===== src/rtl/wb_stage.sv =====
// Writeback stage: captures one retiring instruction, waits for load data, forms the result
// and drives the register file write port for one cycle. WB_FORWARD_EN exposes it for forwarding.
module wb_stage (
  input  logic        clock,
  input  logic        resetn,
  input  logic        in_valid,
  output logic        in_ready,
  input  logic [4:0]  in_rd,
  input  logic [1:0]  in_wb_sel,
  input  logic [2:0]  in_funct3,
  input  logic [1:0]  in_addr_lo,
  input  logic [31:0] in_alu_result,
  input  logic [31:0] in_pc,
  input  logic        dmem_rvalid,
  input  logic [31:0] dmem_rdata,
  output logic        reg_wr_en,
  output logic [4:0]  reg_wr_addr,
  output logic [31:0] write_data,
  output logic        retire,
  output logic        load_fault,
  output logic        fwd_valid,
  output logic [4:0]  fwd_rd,
  output logic [31:0] fwd_data
);

  typedef enum logic [1:0] {StIdle, StWaitLoad, StCommit} state_t;

  localparam logic [1:0] SelAlu  = 2'd0;
  localparam logic [1:0] SelLoad = 2'd1;
  localparam logic [1:0] SelPc4  = 2'd2;

  state_t      state_q, state_d;
  logic [4:0]  rd_q;
  logic [1:0]  sel_q;
  logic [2:0]  funct3_q;
  logic [1:0]  addr_lo_q;
  logic [31:0] alu_q;
  logic [31:0] pc_q;
  logic [31:0] word_q;

  logic        accept;
  logic [31:0] shifted;
  logic [31:0] load_val;
  logic        fault;
  logic [31:0] result;

  assign in_ready = (state_q != StWaitLoad);
  assign accept   = in_valid && in_ready;

  always_comb begin
    state_d = state_q;
    unique case (state_q)
      StIdle, StCommit: begin
        if (!accept)                  state_d = StIdle;
        else if (in_wb_sel == SelLoad) state_d = StWaitLoad;
        else                          state_d = StCommit;
      end
      StWaitLoad: if (dmem_rvalid) state_d = StCommit;
      default:    state_d = StIdle;
    endcase
  end

  always_ff @(posedge clock or negedge resetn) begin
    if (!resetn) begin
      state_q   <= StIdle;
      rd_q      <= '0;
      sel_q     <= '0;
      funct3_q  <= '0;
      addr_lo_q <= '0;
      alu_q     <= '0;
      pc_q      <= '0;
      word_q    <= '0;
    end else begin
      state_q <= state_d;
      if (accept) begin
        rd_q      <= in_rd;
        sel_q     <= in_wb_sel;
        funct3_q  <= in_funct3;
        addr_lo_q <= in_addr_lo;
        alu_q     <= in_alu_result;
        pc_q      <= in_pc;
      end
      if (state_q == StWaitLoad && dmem_rvalid) word_q <= dmem_rdata;
    end
  end

  // Little-endian: the addressed byte lands in bits [7:0] after the shift.
  assign shifted = word_q >> {addr_lo_q, 3'b000};

  always_comb begin
    load_val = '0;
    fault    = 1'b0;
    unique case (funct3_q)
      3'd0: load_val = {{24{shifted[7]}}, shifted[7:0]};
      3'd4: load_val = {24'd0, shifted[7:0]};
      3'd1: begin
        load_val = {{16{shifted[15]}}, shifted[15:0]};
        fault    = addr_lo_q[0];
      end
      3'd5: begin
        load_val = {16'd0, shifted[15:0]};
        fault    = addr_lo_q[0];
      end
      3'd2: begin
        load_val = shifted;
        fault    = (addr_lo_q != 2'd0);
      end
      default: fault = 1'b1;
    endcase
    if (sel_q != SelLoad) fault = 1'b0;
  end

  always_comb begin
    result = '0;
    unique case (sel_q)
      SelAlu:  result = alu_q;
      SelLoad: result = fault ? 32'd0 : load_val;
      SelPc4:  result = pc_q + 32'd4;
      default: result = '0;
    endcase
  end

  always_comb begin
    reg_wr_en   = 1'b0;
    reg_wr_addr = '0;
    write_data  = '0;
    retire      = 1'b0;
    load_fault  = 1'b0;
    if (state_q == StCommit) begin
      retire      = 1'b1;
      load_fault  = fault;
      reg_wr_addr = rd_q;
      write_data  = result;
      reg_wr_en   = (sel_q != 2'd3) && (rd_q != 5'd0) && !fault;
    end
  end

`ifdef WB_FORWARD_EN
  assign fwd_valid = reg_wr_en;
  assign fwd_rd    = reg_wr_addr;
  assign fwd_data  = write_data;
`else
  assign fwd_valid = 1'b0;
  assign fwd_rd    = '0;
  assign fwd_data  = '0;
`endif

endmodule


===== config.mk =====
export PLATFORM = sky130hd
export DESIGN_NAME = wb_stage
export DESIGN_NICKNAME = d
export VERILOG_FILES = /design/src/rtl/wb_stage.sv
export SDC_FILE = /design/constraint.sdc
export NUM_CORES = 1
export LEC_CHECK = 0
export ABC_AREA = 1
export CELL_PAD_IN_SITES_DETAIL_PLACEMENT = 1
export CELL_PAD_IN_SITES_GLOBAL_PLACEMENT = 1
export CORE_MARGIN = 3
export CORE_UTILIZATION = 35
export CTS_CLUSTER_SIZE = 16
export DETAILED_ROUTE_END_ITERATION = 16
export GPL_TIMING_DRIVEN = 1
export HOLD_SLACK_MARGIN = 0.15
export PLACE_DENSITY_LB_ADDON = 0.2
export RECOVER_POWER = 50
export REMOVE_ABC_BUFFERS = 1
export SKIP_LAST_GASP = 1
export SYNTH_ARGS = -nofsm -noshare
export SYNTH_HDL_FRONTEND = slang
export SYNTH_SLANG_ARGS = --single-unit

===== constraint.sdc =====
create_clock -name clock -period 3 [get_ports clock]
set_input_delay 0.9 -clock clock [delete_from_list [all_inputs] [get_ports clock]]
set_output_delay 0.9 -clock clock [all_outputs]
set_load 0.02 [all_outputs]

### Yosys cells after proc, flatten, opt, wreduce, memory -nomap -nowiden

Cells that the tools add are included.

* register bits after elaboration: 110
* input port bits: 112
* output and inout bits: 79
* logic and storage cells: 50

* add/subtract/negate cells: 1
* equality and inequality tests: 13
* shift operators: 1
* muxes and demuxes: 14
* reductions and logical operators: 13

Operators with widths (count)
* $pmux W32 S5: 1
* $pmux W32 S3: 1
* $mux W32: 2
* $add A32 B3 Y32 const B: 1
* $shr A32 B5 Y32: 1
* $eq A2 B1 Y1 const B: 3
* $eq A3 B3 Y1 const B: 2
* $mux W2: 3
* $reduce_or A2 Y1: 3
* $mux W5: 1
* $reduce_bool A5 Y1: 1
* $eq A2 B2 Y1 const B: 2
* $logic_and A1 B1 Y1: 4
* $logic_not A2 Y1: 2
* $mux W1: 4
* $ne A2 B1 Y1 const B: 2
* $ne A2 B2 Y1 const B: 2
* $pmux W2 S2: 1
* $eq A3 B1 Y1 const B: 1
* $eq A3 B2 Y1 const B: 1
* $logic_not A3 Y1: 1
* $pmux W1 S3: 1
* $reduce_bool A2 Y1: 1
* $logic_not A1 Y1: 1

### Logic depth before layout (Yosys ltp)

Gate-level depths: netlist of run 1.

* depth in word-level cells: 7
* gate-level depth with buffers: 11
* mapped depth without buffers: 10

### Worst setup path before layout of run 1

No wires, ideal clock.

* path kind: flip-flop to output port
* from: reg pc_q[2]
* to: out write_data[24]
* data arrival time: 1646 ps
* data required time: 2100 ps
* setup slack: 454 ps
* cell stages (with the launch flop): 10
* buffers on the path: 0
* cell sequence: dfrtp_1 > ha_1 > nand2_2 > nor2_1 > nand2_1 > inv_1 > nand2_1 > nand2_1 > nand3_1 > a21oi_1

* cells in the longest elaborated chain, start to end: 3

RTL lines
* from (decl): RTL line 38 `logic [31:0] pc_q;`
* from (signal assigned): RTL line 81 `pc_q <= in_pc;`
* $add A32 B3 Y32: RTL line 118 `SelPc4: result = pc_q + 32'd4;`
* $pmux W32 S3: RTL line 115 `unique case (sel_q)`
* $mux W32: RTL line 129 `if (state_q == StCommit) begin`
* to (decl): RTL line 18 `output logic [31:0] write_data,`

Every way passes these cells.

### Worst setup path after layout of run 1

* from: reg pc_q[10]
* to: out write_data[24]

Same word-level chain as after synthesis.

==> results of run 1 <==
-- power by group through the flow --
| stage | sequential (mW) | clock [mW] | combinational (mW) |
|---|---|---|---|
| floorplan | 1.97 | 0 | 0.893 |
| global placement | 2.01 | 0 | 1.57 |
| detailed placement | 2.02 | 0 | 1.61 |
| CTS | 1.99 | 1.25 | 1.65 |
| global route | 2.05 | 1.31 | 1.96 |
| finish | 2.00 | 1.22 | 1.76 |
-- placed cells by master (no fill, tap or decap), types with 5 or more instances in the layout --
cell / instances
a21oi_1: 73
a21oi_2: 14
buf_12: 9
buf_2: 11
buf_4: 67
buf_6: 5
clkbuf_16: 13
clkdlybuf4s50_1: 111
conb_1: 38
dfrtp_1: 105
dfrtp_2: 5
dlygate4sd2_1: 7
inv_1: 84
inv_2: 5
inv_6: 5
mux2_2: 30
nand2_1: 239
nand2_2: 16
nand3_1: 64
nand3_2: 10
nand3_4: 6
nor2_1: 134
nor2_2: 19
o21ai_0: 31
o21ai_1: 11
o21ai_2: 6
o21bai_1: 7
-- layout make-up --
cell class              count  area share, %
clock buffers              10           2.51
clock inverters             6          0.579
inverters                  91           3.70
multi-input cells         720           38.4
flip-flops and latches    110           29.0
well taps                 260           3.42
repair buffers            223           22.4
-- state kept, by name, summed over array words and instances, names as in the netlist --
name       cells
alu_q         32
rd_q           5
sel_q          2
pc_q          32
state_q        2
funct3_q       3
addr_lo_q      2
word_q        32
-- worst max-delay path by stage --
stage,to,slack (ns),depth (start not counted)
floorplan,alu_q[0]$_DFFE_PN0P_,-0.54,2
global placement,write_data[2],-0.13,7
detailed placement,write_data[12],-0.15,12
CTS,write_data[24],-0.15,10
global route,write_data[30],-0.1,9
finish,write_data[24],0.02,9
-- worst max-delay path, cell delays in order (launching register included) --
cell	delay, ns
dfrtp_1	0.43
nand2_1	0.13
nor2_1	0.18
nand2_1	0.13
nor2_1	0.18
nand2_1	0.07
nand2_1	0.07
nand3_1	0.10
a21oi_1	0.21
clkbuf_2	0.20
-- cells by family (layout without fill, tap and decap cells) --
logic type	Yosys count	in the layout	share of synthesized area, %
muxes	30	30	4.94
other	1	38	0.0549
xor gates and xnor gates	1	1	0.128
adders and majority gates	1	1	0.183
and+or+nand+nor	498	498	30.0
AOI/OAI and AO/OA	152	152	11.7
DFF	110	110	40.3
buffers and inverters	170	330	12.7
-- synthesized netlist by cell type (2+ instances only) --
cell type  count  area, um2
a21oi_1       88        440
a31oi_1        2       12.5
buf_2         20        100
buf_4         44        330
buf_6          5       56.3
clkbuf_1      10       37.5
dfrtp_1      110       2750
inv_1         84        315
inv_2          6       22.5
mux2_2        30        338
nand2_1      253        950
nand2_2        4       25.0
nand3_1       75        375
nand3_2        5       50.1
nor2_1       150        563
nor2_2         6       37.5
o211ai_1       4       30.0
o21ai_0       43        215
o21ai_1        5       25.0
o21bai_1       7       52.6
-- metal layers --
layer	part of all wire [%]	global-route usage [%]	wire length, um	vias to the layer above
met2	47	37.1	11700	186
met5	0	0	0	-
met1	45	29.7	11200	3325
met4	1.2	4.89	299	0
li1	-	-	-	3381
met3	6.4	5.64	1580	20
-- per-stage QoR --
step           setup slack (ns)  hold WS [ns]  TNS, ns  area (um2)  power, mW
2_1_floorplan            -0.540         0.449   -32.82        6450       2.86
3_3_place_gp             -0.135         0.477   -0.859        8820       3.58
3_5_place_dp             -0.149         0.469    -1.40        8820       3.63
4_1_cts                  -0.149         0.426   -0.437        9170       4.89
5_1_grt                 -0.0983         0.531    -1.21        9510       5.31
6_report                 0.0160         0.492        0        9510       4.99
-- what timing repair did --
| action | 4_1_cts | 5_1_grt |
|---|---|---|
| cloned | 0 | 4 |
| setup endpoints to repair | 39 | 33 |
| hold endpoints to repair | 0 | 0 |
| pin swaps | 4 | 16 |
| buffers inserted | 8 | 4 |
| resized for setup | 156 | 110 |
==> PnR_summary.wiki, run 1 <==
{| class="wikitable"
! Metric !! Value
|-
| Run status || complete, no violations
|-
| Synth unique cells || 32
|-
| Final wirelength || 24,700 um
|-
| Average cell area after synthesis || slightly above 7 um2
|-
| Number of warnings printed during yosys synthesis || 0
|-
| H-tree depth || 3
|-
| Area taken by flip-flops and latches || about 2800 um2
|-
| Launch point of the critical path || pc_q[10]$_DFFE_PN0P_
|-
| Placement Rows || 50
|-
| FF+latch count, synth || between 100 and 150
|-
| FFs w/ async S/R, synth || between 90% and 100%
|-
| Via count of the first global-routing pass || between 7,000 and 8,000
|-
| First-iteration detailed-routing DRC count || 340
|-
| Relative contribution of combinational cells to total power || around a third
|-
| Highest achievable clock rate || between 300 and 400 MHz
|-
| Die Area || approximately 21,000 um2
|-
| Switching pwr || 1.88 mW
|-
| Number of antenna cells inserted || 0
|-
| Area used by multi-input combinational logic || about 3700 um2
|-
| Post-route clock skew || 0.00603 ns
|-
| Crit end category || output pin
|-
| Setup repair after global routing missed its margin || yes
|-
| Number of detailed-route iterations in the first pass || 4
|-
| Number of synthesized flops with an enable pin || 0
|-
| Final Max Slew Viols || 0
|-
| Worst reg2reg setup slack || around 0.9 ns
|-
| Switching Fraction || 37.7%
|-
| Worst EP arrival || around 2.1 ns
|-
| Port bufs || approximately 150
|-
| Portion of the clock cycle consumed by the worst path in the final layout || between 90 and 100%
|-
| Type of the worst setup path || register to output pin
|-
| Num ports || roughly 190
|-
| Hold bufs inserted after CTS || 0
|-
| Critical path required time || between 2 and 2.5 ns
|-
| Pwr/cell area || 525 nW/um2
|-
| Final weighted congestion in routability-driven placement || between 0.8 and 0.9
|-
| Insertion delay to the later sink of the worst-skew pair || 0.36 ns
|-
| Instance count of the mapped netlist || around 960
|-
| Deepest clock path buffer count || 2
|-
| Fraction of layout instances using a drive strength above 1 || between 20 and 25%
|-
| Routed Antenna Nets || 0
|-
| Largest fanout on the critical path || 5
|-
| All-Layer GR Usage || between 20% and 30%
|-
| Width of the die || ~150 um
|-
| Final net count || around 1,300
|-
| Total number of clock tree sinks || 110
|-
| Flip-flop cell with the highest count after synthesis || dfrtp_1
|-
| Via-to-Cell Ratio || between 4 and 5
|-
| Period minus WS final || ~3.0 ns
|-
| Post-layout utilization of the core || about half
|-
| Height of the die || approximately 150 um
|-
| Core Region || about 19,000 um2
|-
| Overflow left after global routing || 0
|-
| CTS Root Cell || clkbuf_16
|-
| Crit path launch type || register
|-
| Worst min-delay path startpoint || word_q[7]$_DFFE_PN0P_
|-
| Path category of the worst min-delay check || register to register
|-
| Register area share after synthesis || between 40% and 50%
|-
| Pin count of the biggest net entering global routing || 73
|-
| TritonCTS clock tree || yes
|-
| Number of setup violations in the final report || 0
|-
| Filler cells || roughly 2,400
|-
| Post-Syn Area || ~6800 um2
|-
| Wire length of the first global-routing pass || 38,300 um
|-
| Area growth from synthesis to layout || 39.1%
|-
| Cells on worst reg2reg path || 6
|-
| Leak pwr || roughly 4.5 nW
|-
| Clock Power Share || about a quarter
|-
| Worst Hold Depth || 2
|-
| Internal power of the cells || between 3 and 4 mW
|-
| Vias after detailed routing || slightly below 7,000
|-
| Startpoint of the lowest-slack register-to-register path || state_q[1]$_DFFE_PN0P_
|-
| Number of design rule violations left after detail routing || 0
|-
| Starting Density || 36.1%
|-
| Capture point of the worst reg-to-reg path || pc_q[5]$_DFFE_PN0P_
|-
| Final-report hold violation count || 0
|-
| Worst Max-Slew Pin Slew || around 1.2 ns
|-
| Reported max-cap violation count || 0
|-
| Initial antenna violation count || 0
|-
| Clock input transition at the sequential cells of the worst setup and hold paths || ~0.080 ns
|-
| Count of placed standard cells in the final layout, fillers left out || approximately 1,400
|-
| CTS buffer count || 9
|-
| Worst-case hold path end point || word_q[7]$_DFFE_PN0P_
|-
| Slew margin rel. || between 10% and 20%
|-
| Drt wl/cell || between 15 and 20 um
|-
| Placed wire-length estimate || about 18,000 um
|-
| Worst IR Drop VDD || around 0.31 mV
|-
| Number of cells in the design after placement || approximately 1,400
|-
| Sequential cell fraction of total power || around 40%
|}
Power figures use the tool's default switching activity.
==> run 2, diff against run 1 <==
CORE_MARGIN = 4   (was 3)
==> run 2 against run 1 <==
The flow now finishes with violations (setup timing); critical path type unchanged; wire length increased by 3.1%; sequential share of layout area decreased by 0.23 points; combinational power increased by 5%.
==> PnR_summary.wiki, run 2 (synthesized netlist as in run 1, its figures left out) <==
{| class="wikitable"
! Metric !! Value
|-
| Most frequent cells in the layout || nand2_1 (244), nor2_1 (130), clkdlybuf4s50_1 (111)
|-
| Final weighted congestion in routability-driven placement || ~0.9
|-
| Insertion delay to the later sink of the worst-skew pair || 0.36 ns
|-
| Fraction of layout instances using a drive strength above 1 || 21.4%
|-
| Worst EP arrival || about 2.1 ns
|-
| Num ports || between 150 and 200
|-
| Setup Total Neg Slack || -0.0516 ns
|-
| First-iteration detailed-routing DRC count || around 380
|-
| Port bufs || 152
|-
| Post-route clock skew || 0.0107 ns
|-
| Most repeated library cell on the critical path || buf_4
|-
| Capture point of the worst reg-to-reg path || pc_q[6]$_DFFE_PN0P_
|-
| Worst IR Drop VDD || approximately 0.28 mV
|-
| Pin count of the biggest net entering global routing || just over 50
|-
| Leading cell type in the layout, fill and taps excluded || nand2_1
|-
| Reported max-cap violation count || 0
|-
| Startpoint of the lowest-slack register-to-register path || state_q[1]$_DFFE_PN0P_
|-
| Worst Max-Slew Pin Slew || approximately 1.2 ns
|-
| Final-report hold violation count || 0
|-
| Starting Density || roughly 36%
|-
| Deepest clock path buffer count || 2
|-
| Critical path required time || between 2 and 2.5 ns
|-
| Hold bufs inserted after CTS || 0
|-
| Final net count || about 1,300
|-
| Run status || finished with violations
|-
| Number of antenna cells inserted || 0
|-
| Core Region || between 15,000 and 20,000 um2
|-
| Slew margin rel. || about a fifth
|-
| Total power || a little over 5 mW
|-
| End of the critical path || write_data[23]
|-
| Largest fanout on the critical path || 9
|-
| Portion of the clock cycle consumed by the worst path in the final layout || 101%
|-
| Cells on worst reg2reg path || 5
|-
| Total non-filler cell area in the finished layout || roughly 9600 um2
|-
| Post-layout utilization of the core || around half
|-
| List of cells traversed by the critical path || nor2_2 > buf_4 > nand2_2 > nor2_2 > buf_4 > nand2_1 > nand3_1 > a21oi_1 > a21oi_1 > buf_4
|-
| Launch point of the critical path || funct3_q[2]$_DFFE_PN0P_
|-
| Drt wl/cell || 17.5 um
|-
| Type of the worst setup path || register to output pin
|-
| Number of setup violations in the final report || 2
|-
| Count of placed standard cells in the final layout, fillers left out || 1,453
|-
| Width of the die || about 150 um
|-
| Delay contributed by the slowest stage of the critical path || about 0.44 ns
|-
| Registers with the highest flip-flop counts || alu_q: 32 flops, pc_q: 32 flops, word_q: 32 flops
|-
| Setup repair after global routing missed its margin || yes
|-
| Sum of routed wire segments on met1 || approximately 12,000 um
|-
| TritonCTS clock tree || yes
|-
| Vias after detailed routing || around 7,000
|-
| Worst setup slack after layout || -0.0259 ns
|-
| Number of cells in the design after placement || 1,411
|-
| Via count of the first global-routing pass || between 7,000 and 8,000
|-
| Violated checks || setup timing
|-
| Setup slack at placement || -0.183 ns
|-
| Die Area || 21,800 um2
|-
| Final Max Slew Viols || 0
|-
| Routed Antenna Nets || 0
|-
| Final wirelength || 25,500 um
|-
| Placement Rows || 50
|-
| Initial antenna violation count || 0
|-
| Area growth from synthesis to layout || 40.2%
|-
| Leak pwr || between 4 and 5 nW
|-
| Top layer used by detailed routing || met4
|-
| Cell with the largest stage delay on the worst path || dfrtp_1
|-
| Path category of the worst min-delay check || register to register
|-
| Crit path launch type || register
|-
| Met3 WL || between 1000 and 1500 um
|-
| Dpl cell area || 8980 um2
|-
| Number of design rule violations left after detail routing || 0
|-
| Wire length of the first global-routing pass || 39,800 um
|-
| Highest achievable clock rate || ~330 MHz
|-
| Height of the die || around 150 um
|-
| Pwr/cell area || 526 nW/um2
|-
| CTS Root Cell || clkbuf_16
|-
| Routed wl met2 || about 12,000 um
|-
| Period minus WS final || around 3.0 ns
|-
| Clock input transition at the sequential cells of the worst setup and hold paths || 0.08 ns
|-
| Overflow left after global routing || 0
|-
| Placed wire-length estimate || around 20,000 um
|-
| Total number of clock tree sinks || 110
|-
| Via-to-Cell Ratio || around 4.9
|-
| Number of detailed-route iterations in the first pass || 5
|-
| Worst hold slack after final layout || between 0.5 and 0.6 ns
|-
| H-tree depth || 3
|-
| CTS buffer count || 9
|-
| Crit end category || output pin
|-
| Worst reg2reg setup slack || approximately 0.78 ns
|-
| All-Layer GR Usage || between 20% and 30%
|}
[run 2: power by group]
group	switching (mW)	internal [mW]	total, mW
Clock	0.619	0.579	1.20
Sequential	0.215	1.78	1.99
Combinational	1.06	0.786	1.85
[run 2: cell type report]
cell class                 count  area [um2]
timing repair buffer         257        2330
clock inverter                 6        56.3
fill                        2449        9370
sequential                   110        2760
tap                          260         325
inverter                      91         354
multi-input combinational    720        3540
clock buffer                   9         225
[run 2: how the worst min path moves through the flow]
| stage | start | to | slack, ns | cells past startpoint |
|---|---|---|---|---|
| after detailed placement | word_q[7]$_DFFE_PN0P_ | word_q[7]$_DFFE_PN0P_ | 0.49 | 2 |
| final | word_q[7]$_DFFE_PN0P_ | word_q[7]$_DFFE_PN0P_ | 0.50 | 2 |
| after CTS | word_q[7]$_DFFE_PN0P_ | word_q[7]$_DFFE_PN0P_ | 0.51 | 2 |
| after floorplan | word_q[7]$_DFFE_PN0P_ | word_q[7]$_DFFE_PN0P_ | 0.45 | 2 |
| after global placement | word_q[7]$_DFFE_PN0P_ | word_q[7]$_DFFE_PN0P_ | 0.47 | 2 |
| after global routing | alu_q[18]$_DFFE_PN0P_ | alu_q[18]$_DFFE_PN0P_ | 0.53 | 1 |
[run 2: what timing repair did]
item | in CTS | in global routing
buffers inserted | 11 | 14
endpoints found under the setup margin | 35 | 37
gates resized for setup | 145 | 105
gates cloned | 0 | 3
hold endpoints to repair | 0 | 0
pin swaps | 2 | 8
[run 2: worst max-delay path: cells and delay by family (launching register included)]
kind                   cells  cell delay, ns
buffers and inverters      3            0.50
flip-flops                 1            0.44
AO/OA/AOI/OAI              2            0.29
AND/OR/NAND/NOR            5            0.54
[run 2: routing by layer]
layer | vias to the layer above | global-route usage, %
met2 | 203 | 37.3
li1 | 3441 | -
met4 | 0 | 5.87
met5 | - | 0
met3 | 27 | 5.06
met1 | 3411 | 31.1
==> run 3, diff against run 2 <==
CORE_UTILIZATION = 37   (was 35)
==> run 3 against run 2 <==
The run ends with capacitance limit, slew limit, setup timing left; cell area fell by 1.7%; combinational power decreased by 5%; flip-flop and latch count unchanged; worst setup slack improved by 0.025 ns; count of clock-buffer cells in the layout up 2; critical path type unchanged.
==> PnR_summary.wiki, run 3 (synthesized netlist as in run 1, its figures left out) <==
{| class="wikitable"
! Metric !! Value
|-
| Area used by multi-input combinational logic || between 3000 and 4000 um2
|-
| Area taken by flip-flops and latches || around 2800 um2
|-
| First-iteration detailed-routing DRC count || slightly above 300
|-
| Deepest clock path buffer count || 2
|-
| Path category of the worst min-delay check || primary input to asynchronous set/reset pin
|-
| Registers with the highest flip-flop counts || alu_q: 32 flops, pc_q: 32 flops, word_q: 32 flops
|-
| Worst hold slack after final layout || approximately 0.45 ns
|-
| Most frequent cells in the layout || nand2_1 (246), nor2_1 (129), clkdlybuf4s50_1 (115)
|-
| Crit end category || output pin
|-
| Initial antenna violation count || 1
|-
| Highest achievable clock rate || 333 MHz
|-
| Num ports || 191
|-
| Wire length of the first global-routing pass || about 37,000 um
|-
| Placement Rows || between 40 and 50
|-
| Final-report hold violation count || 0
|-
| Largest fanout on the critical path || 6
|-
| H-tree depth || 3
|-
| Overflow left after global routing || 0
|-
| Reported max-cap violation count || 1
|-
| All-Layer GR Usage || between 20% and 30%
|-
| Run status || finished with violations
|-
| Via-to-Cell Ratio || between 4 and 5
|-
| Routed Antenna Nets || 0
|-
| Placed wire-length estimate || 18,400 um
|-
| Portion of the clock cycle consumed by the worst path in the final layout || 100%
|-
| Worst reg2reg setup slack || about 0.99 ns
|-
| Post-route clock skew || a little over 0.009 ns
|-
| Leading cell type in the layout, fill and taps excluded || nand2_1
|-
| Final Max Slew Viols || 58
|-
| Width of the die || roughly 140 um
|-
| Clock input transition at the sequential cells of the worst setup and hold paths || approximately 0.080 ns
|-
| Setup repair after global routing missed its margin || yes
|-
| Worst IR Drop VDD || 0.253 mV
|-
| CTS buffer count || 9
|-
| Hold bufs inserted after CTS || 0
|-
| Final weighted congestion in routability-driven placement || around 0.88
|-
| Setup slack at placement || -0.0428 ns
|-
| Filler cells || roughly 2,300
|-
| Worst EP arrival || between 2 and 2.5 ns
|-
| Critical path required time || about 2.1 ns
|-
| Cells on worst reg2reg path || 5
|-
| Vias after detailed routing || a little under 7,000
|-
| Crit path launch type || register
|-
| Leak pwr || between 4 and 5 nW
|-
| Pin count of the biggest net entering global routing || 58
|-
| Final net count || 1,275
|-
| TritonCTS clock tree || yes
|-
| Dpl cell area || between 8000 and 9000 um2
|-
| Violated checks || capacitance limit, slew limit, setup timing
|-
| Type of the worst setup path || register to output pin
|-
| Pwr/cell area || about 530 nW/um2
|-
| Drt wl/cell || roughly 17 um
|-
| Height of the die || 144 um
|-
| Core Region || between 15,000 and 20,000 um2
|-
| Insertion delay to the later sink of the worst-skew pair || about 0.36 ns
|-
| Area growth from synthesis to layout || 37.8%
|-
| Number of detailed-route iterations in the first pass || 5
|-
| CTS Root Cell || clkbuf_16
|-
| Total non-filler cell area in the finished layout || approximately 9400 um2
|-
| Worst Max-Slew Pin Slew || about 1.5 ns
|-
| Worst setup slack after layout || -0.00103 ns
|-
| Number of antenna cells inserted || 0
|-
| Number of setup violations in the final report || 1
|-
| Starting Density || roughly 38%
|-
| Slew margin rel. || -2.39%
|-
| Die Area || a little over 20,000 um2
|-
| Number of design rule violations left after detail routing || 0
|-
| Final wirelength || about 24,000 um
|-
| Period minus WS final || ~3.0 ns
|-
| Fraction of layout instances using a drive strength above 1 || 20.1%
|-
| Via count of the first global-routing pass || roughly 7,100
|-
| Total number of clock tree sinks || between 100 and 150
|-
| Port bufs || 152
|}
[run 3: changes by cell type in the layout (fill, tap and decap cells not counted), moves of 3 or more]
cell	previous run	this run
clkbuf_2	2	6
o21ai_0	27	30
clkdlybuf4s15_2	0	8
inv_6	2	5
a21oi_1	79	75
buf_4	108	70
clkdlybuf4s50_1	111	115
nor2_4	3	6
a21oi_2	9	13
[run 3: cell type report]
| type | instances | area share (%) |
|---|---|---|
| Inverter | 91 | 3.68 |
| Clock inverter | 5 | 0.491 |
| Clock buffer | 11 | 2.68 |
| Sequential cell | 110 | 29.3 |
| Timing Repair Buffer | 230 | 23.0 |
| Tap cell | 229 | 3.04 |
| Multi-Input combinational cell | 720 | 37.8 |
[run 3: worst max-delay path, cell delays in order, from the launching register on]
cell and delay [ns]:
dfrtp_2 0.46, buf_6 0.15, nand2_1 0.06, nand3_2 0.12, nand3_4 0.15, clkbuf_16 0.17, nand3_1 0.07, nand2_1 0.07
nand3_1 0.08, nand2_1 0.11, inv_1 0.05, clkdlybuf4s15_2 0.25
[run 3: per-stage QoR]
step                      std cells  setup TNS (ns)  total power, mW  utilization [%]
after floorplan                 921          -32.82             2.86                -
after global placement         1367        -0.00998             3.64             48.9
after detailed placement       1367          -0.181             3.68             48.9
after CTS                      1385         -0.0174             4.95             50.9
after global routing           1396           -1.48             5.34             52.1
final                          1396        -0.00103             5.01             52.1
[run 3: routing by layer]
layer  global-route usage, %  vias to the layer above  routed length, um
met1                    31.1                     3302              10900
li1                        -                     3383                  -
met4                    4.31                        2                252
met3                    6.02                       19               1660
met2                    37.3                      185              11400
met5                       0                        -                 12
[run 3: path summary, 6_finish.rpt]
| path | from | end |
|---|---|---|
| max | addr_lo_q[0]$_DFFE_PN0P_ | write_data[17] |
| min | resetn | word_q[17]$_DFFE_PN0P_ |
| max reg2reg | state_q[1]$_DFFE_PN0P_ | pc_q[4]$_DFFE_PN0P_ |
| min reg2reg | alu_q[7]$_DFFE_PN0P_ | alu_q[7]$_DFFE_PN0P_ |
| max in group asynchronous | resetn | pc_q[15]$_DFFE_PN0P_ |
| min in group clock | alu_q[7]$_DFFE_PN0P_ | alu_q[7]$_DFFE_PN0P_ |
[run 3: power by group]
group	internal [mW]	switching, mW
logic	0.739	1.02
clock network	0.629	0.612
registers	1.78	0.228
total	3.15	1.86
[run 3: repair_timing]
| action | 4_1_cts | 5_1_grt |
|---|---|---|
| cloned | 0 | 4 |
| buffers inserted | 2 | 7 |
| endpoints found under the setup margin | 38 | 34 |
| resized for setup | 116 | 91 |
| pin swaps | 3 | 13 |
